## config.mk

```make
export PLATFORM = sky130hd
export DESIGN_NAME = edge_detector_mac
export DESIGN_NICKNAME = d
export VERILOG_FILES = /design/src/rtl/edge_detector_pkg.sv /design/src/rtl/edge_detector_coef_rom.sv /design/src/rtl/edge_detector_mac.sv
export SDC_FILE = /design/constraint.sdc
export NUM_CORES = 1
export LEC_CHECK = 0
export ABC_AREA = 1
export ABC_CLOCK_PERIOD_IN_PS = 8800
export CORE_ASPECT_RATIO = 1.2
export CORE_UTILIZATION = 30
export DETAILED_ROUTE_END_ITERATION = 8
export SLEW_MARGIN = 20
export SYNTH_ARGS = -nofsm -noshare
export SYNTH_HDL_FRONTEND = slang
export SYNTH_SLANG_ARGS = --single-unit
export TNS_END_PERCENT = 10
```

## constraint.sdc

```tcl
create_clock -name clk_i -period 8.8 [get_ports clk_i]
set_clock_uncertainty 0.15 [all_clocks]
set_input_delay 1.76 -clock clk_i [delete_from_list [all_inputs] [get_ports clk_i]]
set_output_delay 1.76 -clock clk_i [all_outputs]
set_load 0.02 [all_outputs]
```

## src/rtl/edge_detector_pkg.sv

```systemverilog
// edge_detector_pkg
// Shared definitions for the 3x3 gradient engine:
//   - kernel select encodings (mode 3 is reserved and decodes as Sobel)
//   - coefficient width and the nine-entry Kx/Ky tables for each kernel,
//     stored in row-major beat order (entry k = row*3 + col)
//   - the engine state type
package edge_detector_pkg;

  localparam int COEF_W = 5;

  localparam logic [1:0] MODE_SOBEL   = 2'd0;
  localparam logic [1:0] MODE_PREWITT = 2'd1;
  localparam logic [1:0] MODE_SCHARR  = 2'd2;

  typedef logic signed [COEF_W-1:0] coef_t;

  // ACCUM collects the nine beats of a window, OUT presents the result.
  typedef enum logic {
    ST_ACCUM = 1'b0,
    ST_OUT   = 1'b1
  } state_t;

  localparam coef_t SOBEL_KX [9] = '{
    -5'sd1, 5'sd0, 5'sd1,
    -5'sd2, 5'sd0, 5'sd2,
    -5'sd1, 5'sd0, 5'sd1
  };
  localparam coef_t SOBEL_KY [9] = '{
     5'sd1,  5'sd2,  5'sd1,
     5'sd0,  5'sd0,  5'sd0,
    -5'sd1, -5'sd2, -5'sd1
  };

  localparam coef_t PREWITT_KX [9] = '{
    -5'sd1, 5'sd0, 5'sd1,
    -5'sd1, 5'sd0, 5'sd1,
    -5'sd1, 5'sd0, 5'sd1
  };
  localparam coef_t PREWITT_KY [9] = '{
     5'sd1,  5'sd1,  5'sd1,
     5'sd0,  5'sd0,  5'sd0,
    -5'sd1, -5'sd1, -5'sd1
  };

  localparam coef_t SCHARR_KX [9] = '{
     -5'sd3, 5'sd0,  5'sd3,
    -5'sd10, 5'sd0, 5'sd10,
     -5'sd3, 5'sd0,  5'sd3
  };
  localparam coef_t SCHARR_KY [9] = '{
     5'sd3,  5'sd10,  5'sd3,
     5'sd0,   5'sd0,  5'sd0,
    -5'sd3, -5'sd10, -5'sd3
  };

endpackage

```

## src/rtl/edge_detector_coef_rom.sv

```systemverilog
// edge_detector_coef_rom
// Combinational coefficient lookup for the gradient engine.
// Ports:
//   mode  in  2       kernel select (0 Sobel, 1 Prewitt, 2 Scharr, 3 -> Sobel)
//   tap   in  4       beat index within the window, 0..8
//   kx    out COEF_W  signed horizontal-gradient coefficient
//   ky    out COEF_W  signed vertical-gradient coefficient
module edge_detector_coef_rom
  import edge_detector_pkg::*;
(
  input  logic [1:0]               mode,
  input  logic [3:0]               tap,
  output logic signed [COEF_W-1:0] kx,
  output logic signed [COEF_W-1:0] ky
);

  // Taps beyond 8 never occur in normal operation; they read as zero so
  // the lookup can never index outside the nine-entry tables.
  always_comb begin
    kx = '0;
    ky = '0;
    if (tap <= 4'd8) begin
      case (mode)
        MODE_PREWITT: begin
          kx = PREWITT_KX[tap];
          ky = PREWITT_KY[tap];
        end
        MODE_SCHARR: begin
          kx = SCHARR_KX[tap];
          ky = SCHARR_KY[tap];
        end
        default: begin
          kx = SOBEL_KX[tap];
          ky = SOBEL_KY[tap];
        end
      endcase
    end
  end

endmodule

```

## src/rtl/edge_detector_mac.sv

```systemverilog
// edge_detector_mac
// Sequential 3x3 gradient engine. A window arrives as nine row-major pixel
// beats on a valid/ready stream; each beat performs one multiply-accumulate
// into Gx and Gy. After the ninth beat the signed gradients and a shifted,
// saturated magnitude are registered and offered on a valid/ready output.
// Ports:
//   clk_i        in   1      clock, rising edge
//   rst_i        in   1      asynchronous active-high reset
//   flush_i      in   1      synchronous discard of partial window / pending result
//   mode_i       in   2      kernel select, sampled on beat 0 only
//   pix_valid_i  in   1      pixel beat valid
//   pix_i        in   PIX_W  unsigned pixel
//   pix_ready_o  out  1      engine accepts a beat (high in ACCUM)
//   out_valid_o  out  1      result valid (high in OUT)
//   out_ready_i  in   1      downstream accepts the result
//   gx_o         out  ACC_W  signed horizontal gradient
//   gy_o         out  ACC_W  signed vertical gradient
//   mag_o        out  PIX_W  min((|gx|+|gy|) >> SHIFT, all-ones)
module edge_detector_mac
  import edge_detector_pkg::*;
#(
  parameter int PIX_W = 8,
  parameter int ACC_W = PIX_W + 6,
  parameter int SHIFT = 2
) (
  input  logic                    clk_i,
  input  logic                    rst_i,
  input  logic                    flush_i,
  input  logic [1:0]              mode_i,
  input  logic                    pix_valid_i,
  input  logic [PIX_W-1:0]        pix_i,
  output logic                    pix_ready_o,
  output logic                    out_valid_o,
  input  logic                    out_ready_i,
  output logic signed [ACC_W-1:0] gx_o,
  output logic signed [ACC_W-1:0] gy_o,
  output logic [PIX_W-1:0]        mag_o
);

  localparam logic [3:0]   LAST_TAP = 4'd8;
  localparam logic [ACC_W:0] ONE    = {{ACC_W{1'b0}}, 1'b1};

  state_t                  state_q;
  state_t                  state_d;
  logic [3:0]              tap_q;
  logic [1:0]              mode_q;
  logic [1:0]              rom_mode;
  logic signed [COEF_W-1:0] kx;
  logic signed [COEF_W-1:0] ky;

  logic signed [ACC_W-1:0] acc_gx_q;
  logic signed [ACC_W-1:0] acc_gy_q;
  logic signed [ACC_W-1:0] kx_ext;
  logic signed [ACC_W-1:0] ky_ext;
  logic signed [ACC_W-1:0] pix_ext;
  logic signed [ACC_W-1:0] prod_gx;
  logic signed [ACC_W-1:0] prod_gy;
  logic signed [ACC_W-1:0] sum_gx;
  logic signed [ACC_W-1:0] sum_gy;

  logic                    beat;
  logic                    last_beat;
  logic [ACC_W:0]          abs_gx;
  logic [ACC_W:0]          abs_gy;
  logic [ACC_W:0]          mag_sum;
  logic [ACC_W:0]          mag_shift;
  logic [PIX_W-1:0]        mag_d;

  // Magnitude of a signed accumulator, one bit wider so the most negative
  // value still has a representable absolute value.
  function automatic logic [ACC_W:0] abs_ext(input logic signed [ACC_W-1:0] v);
    logic [ACC_W:0] wide;
    wide = {v[ACC_W-1], v};
    return v[ACC_W-1] ? (~wide + ONE) : wide;
  endfunction

  // Handshake flags are pure functions of the state register, so there is
  // no combinational path from out_ready_i to pix_ready_o.
  assign pix_ready_o = (state_q == ST_ACCUM);
  assign out_valid_o = (state_q == ST_OUT);

  // A flush in the same cycle swallows the beat.
  assign beat      = pix_valid_i && pix_ready_o && !flush_i;
  assign last_beat = beat && (tap_q == LAST_TAP);

  // On beat 0 the window's kernel has not been latched yet, so the lookup
  // uses the live mode; every later beat uses the latched copy.
  assign rom_mode = (tap_q == 4'd0) ? mode_i : mode_q;

  edge_detector_coef_rom u_coef_rom (
    .mode (rom_mode),
    .tap  (tap_q),
    .kx   (kx),
    .ky   (ky)
  );

  // Coefficients are sign-extended and pixels zero-extended to the
  // accumulator width; the worst-case product fits without overflow.
  assign kx_ext  = ACC_W'(kx);
  assign ky_ext  = ACC_W'(ky);
  assign pix_ext = ACC_W'(pix_i);
  assign prod_gx = kx_ext * pix_ext;
  assign prod_gy = ky_ext * pix_ext;

  // Beat 0 starts a fresh sum; later beats add onto the running total.
  assign sum_gx = (tap_q == 4'd0) ? prod_gx : (acc_gx_q + prod_gx);
  assign sum_gy = (tap_q == 4'd0) ? prod_gy : (acc_gy_q + prod_gy);

  // Magnitude is formed from the sums that include the current beat, so on
  // the final beat it can be registered alongside Gx and Gy in one edge.
  assign abs_gx    = abs_ext(sum_gx);
  assign abs_gy    = abs_ext(sum_gy);
  assign mag_sum   = abs_gx + abs_gy;
  assign mag_shift = mag_sum >> SHIFT;
  assign mag_d     = (|mag_shift[ACC_W:PIX_W]) ? '1 : mag_shift[PIX_W-1:0];

  // State register.
  always_ff @(posedge clk_i or posedge rst_i) begin
    if (rst_i) begin
      state_q <= ST_ACCUM;
    end else begin
      state_q <= state_d;
    end
  end

  // Next-state logic. Flush wins over both the final beat and the
  // downstream handshake.
  always_comb begin
    state_d = state_q;
    case (state_q)
      ST_ACCUM: begin
        if (last_beat) begin
          state_d = ST_OUT;
        end
      end
      ST_OUT: begin
        if (flush_i || out_ready_i) begin
          state_d = ST_ACCUM;
        end
      end
      default: state_d = ST_ACCUM;
    endcase
  end

  // Tap counter, kernel latch and accumulators. Only active in ACCUM;
  // in OUT the counter is already back at 0 and nothing accumulates.
  always_ff @(posedge clk_i or posedge rst_i) begin
    if (rst_i) begin
      tap_q    <= '0;
      mode_q   <= MODE_SOBEL;
      acc_gx_q <= '0;
      acc_gy_q <= '0;
    end else if (state_q == ST_ACCUM) begin
      if (flush_i) begin
        tap_q    <= '0;
        acc_gx_q <= '0;
        acc_gy_q <= '0;
      end else if (beat) begin
        if (tap_q == 4'd0) begin
          mode_q <= mode_i;
        end
        tap_q    <= last_beat ? 4'd0 : (tap_q + 4'd1);
        acc_gx_q <= sum_gx;
        acc_gy_q <= sum_gy;
      end
    end
  end

  // Result register: loaded only by the final beat of a window and held
  // unchanged while the result waits in OUT.
  always_ff @(posedge clk_i or posedge rst_i) begin
    if (rst_i) begin
      gx_o  <= '0;
      gy_o  <= '0;
      mag_o <= '0;
    end else if (last_beat) begin
      gx_o  <= sum_gx;
      gy_o  <= sum_gy;
      mag_o <= mag_d;
    end
  end

endmodule

```

==> metrics.yaml, run 1 <==
critical_path:
  worstSetupStartpointType: "input port"
  critical_path.n_buffers_inverters: 19
  cp_max_fo: 8
  worst_path_most_repeated_cell: "sky130_fd_sc_hd__buf_4"
  worstSetupEndpointType: "flop"
  cp.required_ns: 8.88
  critical_path.slowest_cell: "sky130_fd_sc_hd__fa_1"
  cp_top_family: "adder cells"
  setup.worst_path.class: "input port to flop"
  worstPathArrival_ns: 8.91
  critical-path-max-stage-delay_ns: 0.53
yosys:
  yosys.area.top_type: "sky130_fd_sc_hd__dfrtp_1"
  synth_top_area_cells: "sky130_fd_sc_hd__dfrtp_1, sky130_fd_sc_hd__ha_1, sky130_fd_sc_hd__nand2_1"
  syn_area_per_cell_sq_um: 7.10
  yosys_register_bits: 71
  synth_cell_type_count: 51
  synthFlopType: "sky130_fd_sc_hd__dfrtp_1"
  synthArstFlopShare_pct: 100
  synthDominantCellAreaShare_pct: 20.3
  post_synthesis_instance_area_sq_um: 8770
  number_of_flops_mapped_to_enable_cells_by_yosys: 0
  gate_count_of_the_mapped_netlist: 1235
  synthesis.yosys.warnings: 0
  seq_area_frac_synth_pct: 20.3
  syn-num-nets: 1396
global_route:
  sum_of_overflow_across_all_layers_after_global_routing: 0
  grt_util_all_layers_pct: 17.4
  grt_first_pass_wirelength_um: 41400
  grt_antenna_before_repair: 0
  grtUsageMet2_pct: 32.1
  grt_util_met1_pct: 20.2
  grt_start_max_net_pins: 72
  grt_util_met3_pct: 2.20
  grt-busiest-layer: "met2"
  first_global_vias: 8968
sta:
  max_slew_margin_pct: 32.2
  worst_pin_slew_ns: 1.01
  rsz0062_at_grt: "yes"
  fin_ws_ns: -0.0227
  layout_worst_path_cycle_share_pct: 100
  hold_viol: 0
  finalSetupViolations: 8
  post-route-min-period_ns: 8.82
  max_clock_freq_mhz: 113
  final_max_slew_viol_count: 0
placed_design:
  numPortBuffers: 52
  place_hpwl_um: 20100
  placedInstanceArea_sq_um: 11400
  gpl.final_weighted_congestion: 0.952
clocking:
  clock_tree.htree_level_count: 3
  number_of_buffers_on_the_longest_clock_path: 2
  cts.hold.buffers_added: 0
  cell_at_the_root_of_the_clock_tree: "sky130_fd_sc_hd__clkbuf_16"
  clock_insertion_delay_worst_skew_ns: 0.35
  cts.sink_count: 71
  total_clock_buffers_created_by_cts: 9
  tritoncts_clock_tree: "yes"
  clk_pin_slew_worst_paths_ns: 0.06
routing:
  vias: 8919
  wl_um: 25200
  routed_via_density: 4.63
  routed_wire_length_per_instance_um: 13.1
  drtPass1Iterations: 5
  violation_count_after_the_first_detailed_routing_iteration: 426
  antenna_violating_nets_left: 0
  drc: 0
floorplan:
  floorplan.rows: 68
  boundaryPins: 53
  design.die.area_sq_um: 29900
  floorplan.initialDensity_pct: 30.5
  die_w_um: 158
  die_height_um: 189
  coreArea_sq_um: 28800
layout:
  final_cell_area_sq_um: 12700
  num-nets-final: 1698
  final_layout_size_suffix_gt1_share_pct: 31.4
  final_antenna_diode_count: 0
  n_fill_cell: 2909
  syn_to_final_growth_pct: 44.8
  final_core_util_pct: 44.2
outcome:
  outcome: "finished with violations"
  violated_checks: "setup timing"
min_path:
  hp-class: "flop to flop"
run:
  maxCapViolCount: 0
[layout make-up]
cell class / instances / area, sq um / area share (%)
clock inverter: 3 / 40.0 / 0.315
multi-input combinational: 931 / 6800 / 53.5
sequential: 71 / 1780 / 14.0
clock buffer: 13 / 270 / 2.13
timing repair buffer: 313 / 2530 / 19.9
tap: 385 / 482 / 3.79
inverter: 211 / 803 / 6.32
[worst paths after layout]
| check | from | slack, ns | cells after the start | endpoint |
|---|---|---|---|---|
| max | mode_i[0] | -0.02 | 47 | mag_o[2] |
| min | gx_o[10] | 0.33 | 2 | gx_o[10] |
| max reg2reg | tap_q[1] | 0.37 | 51 | mag_o[2] |
| min reg2reg | gx_o[10] | 0.33 | 2 | gx_o[10] |
| max in group asynchronous | rst_i | 6.02 | 3 | acc_gx_q[3] |
| min in group asynchronous | rst_i | 1.88 | 3 | gy_o[9] |
[cell families (layout without fill, tap and decap cells)]
kind of cell | after synthesis | in the layout | share of synthesized area, %
AND/OR/NAND/NOR | 522 | 522 | 26.0
XOR/XNOR | 44 | 44 | 4.69
AO/OA/AOI/OAI | 219 | 219 | 14.2
buffers and inverters | 233 | 540 | 10.6
flip-flops | 71 | 71 | 20.3
adder cells (fa/ha/maj) | 146 | 146 | 24.2
[state kept, by name (all words and copies together) (netlist names)]
signal / flops
gy_o: 14
out_valid_o: 1
tap_q: 4
mode_q: 2
acc_gy_q: 14
acc_gx_q: 14
mag_o: 8
gx_o: 14
[cell usage after synthesis (5+ instances only)]
library cell and number:
sky130_fd_sc_hd__nand2_1 271, sky130_fd_sc_hd__inv_1 201, sky130_fd_sc_hd__nor2_1 135, sky130_fd_sc_hd__ha_1 106
sky130_fd_sc_hd__o21ai_0 100, sky130_fd_sc_hd__dfrtp_1 71, sky130_fd_sc_hd__a21oi_1 67, sky130_fd_sc_hd__nand3_1 46
sky130_fd_sc_hd__fa_1 40, sky130_fd_sc_hd__xor2_1 31, sky130_fd_sc_hd__clkbuf_1 14, sky130_fd_sc_hd__nand2_2 14
sky130_fd_sc_hd__nand4_1 13, sky130_fd_sc_hd__xnor2_1 11, sky130_fd_sc_hd__a21oi_2 10, sky130_fd_sc_hd__nor3_1 9
sky130_fd_sc_hd__o21ai_2 9, sky130_fd_sc_hd__nand3_2 8, sky130_fd_sc_hd__o21ai_1 8, sky130_fd_sc_hd__or2_2 7
sky130_fd_sc_hd__o21bai_1 5
[metrics by stage]
| step | setup slack [ns] | hold WS (ns) | setup TNS (ns) | instances |
|---|---|---|---|---|
| detailed placement | -1.39 | 0.320 | -11.07 | 1872 |
| CTS | -0.00226 | 0.334 | -0.00226 | 1922 |
| global route | -0.478 | 0.346 | -3.77 | 1927 |
| finish | -0.0227 | 0.331 | -0.155 | 1927 |
| global placement | -1.35 | 0.311 | -10.81 | 1872 |
| floorplan | 0.00429 | 0.296 | 0 | 1235 |
[worst min-delay path: cells and delay by family, from the launching register on]
family | cells | cell delay (ns)
flops | 1 | 0.34
compound gates | 1 | 0.05
simple gates | 1 | 0.05
[routing by layer]
layer	vias to the layer above	part of all wire, %	wire length, um
met5	-	0	0
met4	0	2.0	515
met3	38	3.3	834
met2	163	52	13000
met1	4177	43	10800
li1	4541	-	-
[placed cells by master (no fill, tap or decap), drive strengths merged, types with 9 or more instances in the layout]
cell and instances:
a21oi 77, buf 263, clkbuf 13, clkdlybuf4s50 50, dfrtp 71, fa 40, ha 106, inv 206
nand2 289, nand3 55, nand4 13, nor2 141, nor3 11, o21ai 119, or2 9, xnor2 13
xor2 31
[timing repair]
item / CTS / global route
hold endpoints to repair: 0 / 0
gates resized for setup: 132 / 36
buffers inserted: 34 / 5
pin swaps: 92 / 38
endpoints found under the setup margin: 8 / 8
Power of run 1 is left out: the tool's default activity adds up to more than one toggle a clock period on the data nets, which glitch-free logic cannot reach.
==> inputs of run 2 (changes only) <==
--- a/config.mk
+++ b/config.mk
@@ -10,6 +10,7 @@
 export CORE_ASPECT_RATIO = 1.2
 export CORE_UTILIZATION = 30
 export DETAILED_ROUTE_END_ITERATION = 8
+export RECOVER_POWER = 100
 export SLEW_MARGIN = 20
 export SYNTH_ARGS = -nofsm -noshare
 export SYNTH_HDL_FRONTEND = slang
==> metrics.yaml, run 2 (same netlist as run 1, synthesis figures left out) <==
floorplan:
  design.die.area_sq_um: 29900
  boundaryPins: 53
  floorplan.rows: 68
  floorplan.initialDensity_pct: 30.5
  die_w_um: 158
  die_height_um: 189
  coreArea_sq_um: 28800
layout:
  commonest_non_fill_non_tap_cells_in_the_layout: "sky130_fd_sc_hd__nand2_1, sky130_fd_sc_hd__buf_4, sky130_fd_sc_hd__inv_1, sky130_fd_sc_hd__nor2_1, sky130_fd_sc_hd__o21ai_0"
  syn_to_final_growth_pct: 44.7
  final_core_util_pct: 44.1
  final_antenna_diode_count: 0
  final_layout_size_suffix_gt1_share_pct: 31.2
  layout.cells.most_common: "sky130_fd_sc_hd__nand2_1"
  final_cell_area_sq_um: 12700
  num-nets-final: 1698
critical_path:
  worst_path_most_repeated_cell: "sky130_fd_sc_hd__buf_4"
  cp_max_fo: 8
  critical-path-max-stage-delay_ns: 0.54
  worstSetupStartpointType: "input port"
  worstPathArrival_ns: 8.91
  worstSetupEndpointType: "flop"
  setup.worst_path.class: "input port to flop"
  cp.required_ns: 8.88
  critical_path.slowest_cell: "sky130_fd_sc_hd__fa_1"
sta:
  post-route-min-period_ns: 8.83
  worst_pin_slew_ns: 3.93
  hold-worst-slack_ns: 0.326
  finalSetupViolations: 8
  max_slew_margin_pct: -162
  fin_ws_ns: -0.0300
  max_clock_freq_mhz: 113
  hold_viol: 0
  layout_worst_path_cycle_share_pct: 100
  final_max_slew_viol_count: 72
  rsz0062_at_grt: "yes"
clocking:
  clk_pin_slew_worst_paths_ns: 0.06
  cts.hold.buffers_added: 0
  cts.sink_count: 71
  cell_at_the_root_of_the_clock_tree: "sky130_fd_sc_hd__clkbuf_16"
  clock_tree.htree_level_count: 3
  clock_insertion_delay_worst_skew_ns: 0.35
  total_clock_buffers_created_by_cts: 9
  tritoncts_clock_tree: "yes"
  number_of_buffers_on_the_longest_clock_path: 2
global_route:
  first_global_vias: 8968
  grt_start_max_net_pins: 72
  sum_of_overflow_across_all_layers_after_global_routing: 0
  grt_antenna_before_repair: 0
  grt_util_all_layers_pct: 17.4
  grt_first_pass_wirelength_um: 41400
outcome:
  outcome: "finished with violations"
  violated_checks: "capacitance limit, slew limit, setup timing"
placed_design:
  placedInstanceArea_sq_um: 11400
  numPortBuffers: 52
  pre_cts_ws_ns: -1.39
  place_hpwl_um: 20100
  gpl.final_weighted_congestion: 0.952
run:
  maxCapViolCount: 1
routing:
  routed_via_density: 4.65
  antenna_violating_nets_left: 0
  drc: 0
  routed_wire_length_per_instance_um: 13.1
  wl_um: 25200
  vias: 8952
  violation_count_after_the_first_detailed_routing_iteration: 458
  drtPass1Iterations: 4
min_path:
  hp-class: "flop to flop"
## run 2: cell count changes in the layout (fill, tap and decap cells not counted)
cell,delta
sky130_fd_sc_hd__buf_4,-1
sky130_fd_sc_hd__clkbuf_1,+1
sky130_fd_sc_hd__clkdlybuf4s50_1,-40
sky130_fd_sc_hd__clkinv_1,+1
sky130_fd_sc_hd__dlygate4sd3_1,+40
sky130_fd_sc_hd__inv_2,-1
sky130_fd_sc_hd__o21ai_0,+1
sky130_fd_sc_hd__o21ai_2,-1
## run 2: per-layer routing
metal / up-vias / GRT usage [%] / wire length [um]
met3: 40 / 2.20 / 736
met1: 4215 / 20.2 / 10900
met2: 152 / 32.1 / 13100
met5: - / 0 / 0
met4: 0 / 5.99 / 540
li1: 4545 / - / -
## run 2: worst max-delay path, delay by kind of cell
kind | cells | cell delay (ns)
AOI/OAI and AO/OA | 5 | 0.53
xor gates and xnor gates | 1 | 0.24
adders and majority gates | 6 | 2.42
buffers and inverters | 19 | 2.10
and+or+nand+nor | 16 | 1.87
## run 2: through the flow
stage          TNS [ns]  cells
2_1_floorplan         0   1235
3_3_place_gp     -10.81   1872
3_5_place_dp     -11.07   1872
4_1_cts        -0.00226   1922
5_1_grt           -3.77   1927
6_report         -0.214   1927
## run 2: worst paths after layout
kind                       slack (ns)  startpoint           end  cells past startpoint
setup / recovery                -0.03   mode_i[0]      mag_o[2]                     47
hold / removal                   0.33    gx_o[10]      gx_o[10]                      2
setup reg to reg                 0.37    tap_q[1]      mag_o[2]                     51
hold reg to reg                  0.33    gx_o[10]      gx_o[10]                      2
max in group asynchronous        3.05       rst_i   acc_gx_q[3]                      3
min in group asynchronous        3.25       rst_i  acc_gy_q[10]                      3
## run 2: repair_timing
| item | 4_1_cts | 5_1_grt |
|---|---|---|
| pin swaps | 92 | 38 |
| buffers inserted | 34 | 5 |
| gates resized for setup | 132 | 36 |
| endpoints found under the setup margin | 8 | 8 |
## run 2: final cells by class
cell class                      count  area (sq um)
Clock buffer                       13           270
Clock inverter                      3          40.0
Fill cell                        2911         16100
Inverter                          211           803
Multi-Input combinational cell    931          6790
Sequential cell                    71          1780
Tap cell                          385           482
Timing Repair Buffer              313          2530
Power of run 2 is left out for the same reason.
==> inputs of run 3 (changes only) <==
--- a/config.mk
+++ b/config.mk
@@ -10,6 +10,7 @@
 export CORE_ASPECT_RATIO = 1.2
 export CORE_UTILIZATION = 30
 export DETAILED_ROUTE_END_ITERATION = 8
+export GPL_TIMING_DRIVEN = 1
 export RECOVER_POWER = 100
 export SLEW_MARGIN = 20
 export SYNTH_ARGS = -nofsm -noshare
==> results of run 3 <==
No change in the layout: final DEF, timing and power equal those of run 2.
Power of run 3 is left out for the same reason.
